**src/rtl/seq_detect_cnt.sv**
```systemverilog
// seq_detect_cnt: serial pattern detector with match counter and 2-digit multiplexed 7-segment display
module seq_detect_cnt #(
  parameter int PAT_LEN  = 3,
  parameter int CNT_W    = 8,
  parameter bit SAT      = 1'b1,
  parameter int SCAN_DIV = 50000
) (
  input  logic               clk,
  input  logic               rst_n,
  input  logic               din,
  input  logic               din_vld,
  input  logic [PAT_LEN-1:0] pattern,
  input  logic               overlap,
  input  logic               clr,
  output logic               dout,
  output logic [CNT_W-1:0]   match_cnt,
  output logic [7:0]         seg,
  output logic [1:0]         an
);
  localparam int SW = $clog2(SCAN_DIV);
  localparam logic [15:0][7:0] SEG_LUT = {
    8'h71, 8'h79, 8'h5E, 8'h39, 8'h7C, 8'h77, 8'h6F, 8'h7F,
    8'h07, 8'h7D, 8'h6D, 8'h66, 8'h4F, 8'h5B, 8'h06, 8'h3F
  };
  logic [PAT_LEN-1:0] hist;
  logic [PAT_LEN-1:0] win;
  logic [3:0]         fill;
  logic               match;
  logic [SW-1:0]      scan;
  logic [7:0]         d;
  assign win   = PAT_LEN'({hist, din});
  // fill guards against matching on reset zeros or bits consumed by a non-overlap match
  assign match = din_vld && !clr && win == pattern && fill >= 4'(PAT_LEN - 1);
  always_ff @(posedge clk or negedge rst_n)
    if (!rst_n) begin
      hist      <= '0;
      fill      <= '0;
      match_cnt <= '0;
      dout      <= 1'b0;
    end else begin
      dout <= match;
      if (clr) begin
        hist      <= '0;
        fill      <= '0;
        match_cnt <= '0;
      end else if (din_vld) begin
        hist <= win;
        fill <= (match && !overlap) ? 4'd0 : (fill == 4'(PAT_LEN)) ? fill : fill + 4'd1;
        if (match) match_cnt <= (SAT && &match_cnt) ? match_cnt : match_cnt + 1'b1;
      end
    end
  always_ff @(posedge clk or negedge rst_n)
    if (!rst_n) begin
      scan <= '0;
      an   <= 2'b01;
    end else if (scan == SW'(SCAN_DIV - 1)) begin
      scan <= '0;
      an   <= {an[0], an[1]};
    end else begin
      scan <= scan + 1'b1;
    end
  assign d   = 8'(match_cnt);
  assign seg = SEG_LUT[an[1] ? d[7:4] : d[3:0]];
endmodule

```
**config.mk**
```make
export PLATFORM = sky130hd
export DESIGN_NAME = seq_detect_cnt
export DESIGN_NICKNAME = d
export VERILOG_FILES = /design/src/rtl/seq_detect_cnt.sv
export SDC_FILE = /design/constraint.sdc
export NUM_CORES = 1
export LEC_CHECK = 0
export BUFFER_PORTS_ARGS = -buffer_cell sky130_fd_sc_hd__clkbuf_2
export CAP_MARGIN = 15
export CORE_MARGIN = 4
export CORE_UTILIZATION = 45
export CTS_BUF_LIST = sky130_fd_sc_hd__clkbuf_8
export DETAILED_ROUTE_END_ITERATION = 10
export PLACE_DENSITY = 0.65
export RECOVER_POWER = 100
export SYNTH_ARGS = -nofsm -noshare
export SYNTH_HDL_FRONTEND = slang
export SYNTH_SLANG_ARGS = --single-unit
export TNS_END_PERCENT = 20
```
**constraint.sdc**
```tcl
create_clock -name clk -period 2.75 [get_ports clk]
set_clock_uncertainty 0.15 [all_clocks]
set_input_delay 0.55 -clock clk [delete_from_list [all_inputs] [get_ports clk]]
set_output_delay 0.55 -clock clk [all_outputs]
set_load 0.005 [all_outputs]
```
**After elaboration in Yosys (flattened, before gate mapping)**

Memories as Yosys holds them, arrays and structs flattened.
Cells that the tools add are included.

- Register bits: 33
- ROM bits: 128
- Bits of input ports: 9
- Output and inout port bits: 19
- Logic and storage cells: 41
- Memories: 1

Memories:

| name | words | bits a word | read ports | clocked after Yosys merged registers in | wr ports | line | RTL |
|---|---|---|---|---|---|---|---|
| (no name shown) | 16 | 8 | 1 | 0 | 0 | 63 | `assign seg = SEG_LUT[an[1] ? d[7:4] : d[3:0]];` |

- $add $sub $neg: 3
- Order comparisons: 2
- Equality and inequality tests: 5
- Muxes and demuxes: 13
- Reductions and logical operators: 11

Operators by type and width:

| cell | count |
|---|---|
| 2-to-1 mux 8 bit | 5 |
| 2-to-1 mux 4 bit | 5 |
| adder 16 x 1 -> 16 bit (second input constant) | 1 |
| equality test 16 bit (second input constant) | 1 |
| 2-to-1 mux 16 bit | 1 |
| adder 8 x 1 -> 8 bit (second input constant) | 1 |
| AND reduction 8 bit | 1 |
| < comparator 4 x 5 -> 1 bit (second input constant) | 1 |
| adder 4 x 1 -> 4 bit (second input constant) | 1 |
| equality test 4 x 2 -> 1 bit (second input constant) | 1 |
| greater-or-equal comparator 4 x 2 -> 1 bit (second input constant) | 1 |
| logical AND 1 bit | 4 |
| 2-to-1 mux 2 bit | 2 |
| nonzero test 2 bit | 2 |
| equality test 3 bit | 1 |
| inequality test 3 bit (second input constant) | 1 |
| AND reduction 3 bit | 1 |
| zero test 1 bit | 2 |
| inequality test 2 bit (second input constant) | 1 |
| AND reduction 2 bit | 1 |

**Depth between registers and ports, before layout**

- Word-level depth: 8
- Gate-level depth with buffers: 8
- Mapped depth without buffers: 7

**Worst setup path after synthesis**

No wires, ideal clock.

- Kind: reg2out
- Start point: register an[1]
- End point: output port seg[3]
- Arrival: 1.804 ns
- Required time: 2.050 ns
- Setup slack: 0.246 ns
- Stages on the path, launching flop included: 7
- Path buffers: 1
- Cells stage by stage: dfrtp_1 -> buf_2 -> mux2i_1 -> inv_1 -> ha_1 -> mux4_2 -> inv_1

- Longest elaborated chain between the ends: 3

Ends and longest elaborated chain:

| element | line | RTL |
|---|---|---|
| start, declared | 18 | `output logic [1:0] an` |
| start signal, assigned | 58 | `an <= {an[0], an[1]};` |
| 2-to-1 mux 4 bit | 63 |  |
| memory (16 x 8 bit) | - |  |
| 2-to-1 mux 8 bit | 63 |  |
| end, declared | 17 | `output logic [7:0] seg,` |

No other way between the ends. The select of a mux whose other input is x is not followed.

**Worst setup path after layout**

Same ends and word-level chain as after synthesis.

==> run summary <==
Fin crit period: 2.63 ns
Maxcap violations: 1
Post-synth EDFFs: 0
CTS tree: yes
Synth Register Bits: 33
Status: finished with violations
Multi-input logic area: 0.00113 mm2
Critical Path Fanout Max: 4
HP Class: reg -> reg
Tot GR Track Use: 0.157
DRT iter0 DRCs: 115
Full die area: 0.00557 mm2
Post-synth top area share: 0.401
Max-slew violations: 34
Vias in the first global route: 1553
Clock slew seen by the registers of the worst setup and hold paths: 0.06 ns
Wire per inst: 13.8 um
Avg Inst Size Synth: 9.95 um2
Synth area leader: dfrtp_1
Non-filler cells in the finished layout: 286
Leakage: 0.00103 uW
Most frequent cell after synthesis: dfrtp_1
Post-Route WL: 3940 um
Worst path most repeated cell: inv_1
Mapped Area: 0.00200 mm2
Hold path depth: 1
Sw Ratio: 0.229
Inst Count DP: 277
Ys Warns: 0
Worst Tran Pin Value: 1.69 ns
Die height: 74.7 um
Clock network fraction of total power: 0.417
Worst reg-to-reg setup slack: 0.65 ns
IR drop worst, VDD: 0.268 mV
H-Tree Depth: 2
Fill cells: 396
Post-layout util: 0.563
GRT Residual Overflow: 0
DR vias: 1576
Final instance area: 0.00233 mm2
Initial antenna violation count: 0
Flop pwr share: 0.517
Die Wd: 74.7 um
Final #Nets: 255
Achievable frequency: 380 MHz
Starting density of the core: 0.482
Final Cycle Share: 0.956
Largest net degree at the start of global routing: 34
Worst path cell trace: mux2i_4, ha_1, inv_1, mux4_2, inv_1, clkbuf_2
R2R Path End: fill[0]$_DFFE_PN0P_
Layout area overhead: 16.6%
Clock latency at the later pin of the worst-skew pair: 0.28 ns
Synth Net Count: 221
Share of post-route cells with drive strength above 1: 0.242
Worst R2R Path Depth: 7
Data required, critical path: 2.05 ns
Port Buffers: 26
Placement Setup Slack: 0.284 ns
Syn Inst Count: 201
Worst rel slew slack: -0.126
Residual DRC: 0
Sequential share of the synthesized area: 0.414
Gpl congestion: 0.903
Synth cell types: 44
CP max-delay cell: dfrtp_2
Arrival time at the worst endpoint: 1.93 ns
TritonRoute pass-1 iters: 4
Seq. cell area: 828 um2
Setup slack after layout: 0.121 ns
TritonCTS Sinks: 33
Violated checks: max-capacitance violations, max-slew violations
Root Buffer: clkbuf_8
Placed cell area: 0.00220 mm2
P_sw: 220 uW
Hpwl dp: 2930 um
Setup violators final: 0
CORE AREA: 0.00414 mm2
Power per cell area: 412 mW/mm2
Internal power: 741 uW
Detail Route Antenna Nets: 0
Core Rows: 23
Critical path type: reg -> out
Comb pwr share: 0.067
CP max stage delay: 0.47 ns
Prevailing post-synth register cell: dfrtp_1
Critical Path Source Type: flop
Final hold violations: 0
CTS buffer count: 5
Io pins: 28
Synth cell count leaders: dfrtp_1 (32), nor2_1 (30), nand2_1 (15), a21oi_1 (13), xnor2_1 (13)
Hold Worst Slack: 0.337 ns
Post-synth ARST share: 1.00
Synth area leaders: dfrtp_1 (40%), ha_1 (6.9%), xnor2_1 (5.7%), nor2_1 (5.6%), mux2i_1 (3.5%)
Wire length of the first global-routing pass: 6740 um
CTS Hold Bufs: 0
Worst min-delay path startpoint: scan[0]$_DFF_PN0_
Antenna fix cells: 0
RR Startpoint: fill[0]$_DFFE_PN0P_
Hold EP: scan[0]$_DFF_PN0_
Endpoint class of the critical path: primary output
Clock buffer depth: 2
Vias per cell: 5.51
sequential cells by signal, summed over array words and instances (netlist names):
register   cells
fill           4
dout           1
match_cnt      8
scan          16
hist           2
an             2
worst max-delay path by stage:
stage | slack, ns | endpoint | from
after floorplan | 0.25 | seg[3] | an[1]$_DFFE_PN0N_
after global placement | 0.35 | seg[3] | an[1]$_DFFE_PN0N_
after detailed placement | 0.28 | seg[3] | an[1]$_DFFE_PN0N_
after CTS | 0.05 | seg[3] | an[1]$_DFFE_PN0N_
after global routing | -0.001 | seg[3] | an[1]$_DFFE_PN0N_
final | 0.12 | seg[3] | an[1]$_DFFE_PN0N_
through the flow:
step	total power, uW	setup TNS (ns)
6_report	961	0
5_1_grt	1010	-0.00100
4_1_cts	978	0
3_5_place_dp	571	0
3_3_place_gp	570	0
2_1_floorplan	546	0
power groups by stage:
| stage | combinational [uW] | clock (uW) | sequential [uW] |
|---|---|---|---|
| 4_1_cts | 66.2 | 415 | 497 |
| 6_report | 63.9 | 400 | 497 |
| 2_1_floorplan | 41.3 | 0 | 505 |
| 3_5_place_dp | 65.5 | 0 | 506 |
| 5_1_grt | 72.5 | 438 | 497 |
| 3_3_place_gp | 64.5 | 0 | 506 |
worst max-delay path: cells and delay by family (launching register included):
kind	cells	cell delay, ns
buffers and inverters	3	0.20
multiplexers	2	0.65
flip-flops	1	0.47
adder cells (fa/ha/maj)	1	0.33
per-layer routing:
layer / vias to the layer above / routed length, um / GRT usage
met4: 0 / 78 / 0.0553
met3: 9 / 157 / 0.0360
li1: 762 / - / -
met5: - / 0 / 0
met1: 775 / 1730 / 0.187
met2: 30 / 1980 / 0.277
placed cells by master (no fill, tap or decap), types with 3 or more instances in the layout:
cell      instances
xnor2_1          13
nand4_1           4
inv_1             8
clkbuf_8          7
nor2_1           30
nand3_1           9
nor3_1            5
nand2_1          15
xor2_1            7
and3_1            5
ha_1              8
mux2_2            4
buf_4             6
ha_2              3
a21oi_1          13
dfrtp_1          31
clkbuf_2         20
mux2i_1           5
clkbuf_1          7
nor4_1            3
cell type report:
| cell class | instances | area share |
|---|---|---|
| tap | 50 | 0.0268 |
| timing repair buffer | 33 | 0.0735 |
| multi-input combinational | 153 | 0.486 |
| clock buffer | 7 | 0.0413 |
| sequential | 33 | 0.355 |
| inverter | 9 | 0.0145 |
| clock inverter | 1 | 0.00215 |
cell families after synthesis:
kind of cell    Yosys count  share of synthesized area
simple gates             82                      0.212
mux                      12                     0.0688
xor+xnor                 22                      0.115
compound gates           25                     0.0845
buf+inv                  15                     0.0357
fa+ha+maj                11                     0.0688
flops                    33                      0.414
other cells               1                    0.00188
repair_timing:
action                     4_1_cts  5_1_grt
buffers inserted                 0        1
resized for setup                2        7
setup endpoints to repair        1        1
Note: power is estimated with default switching activity, not from simulation.
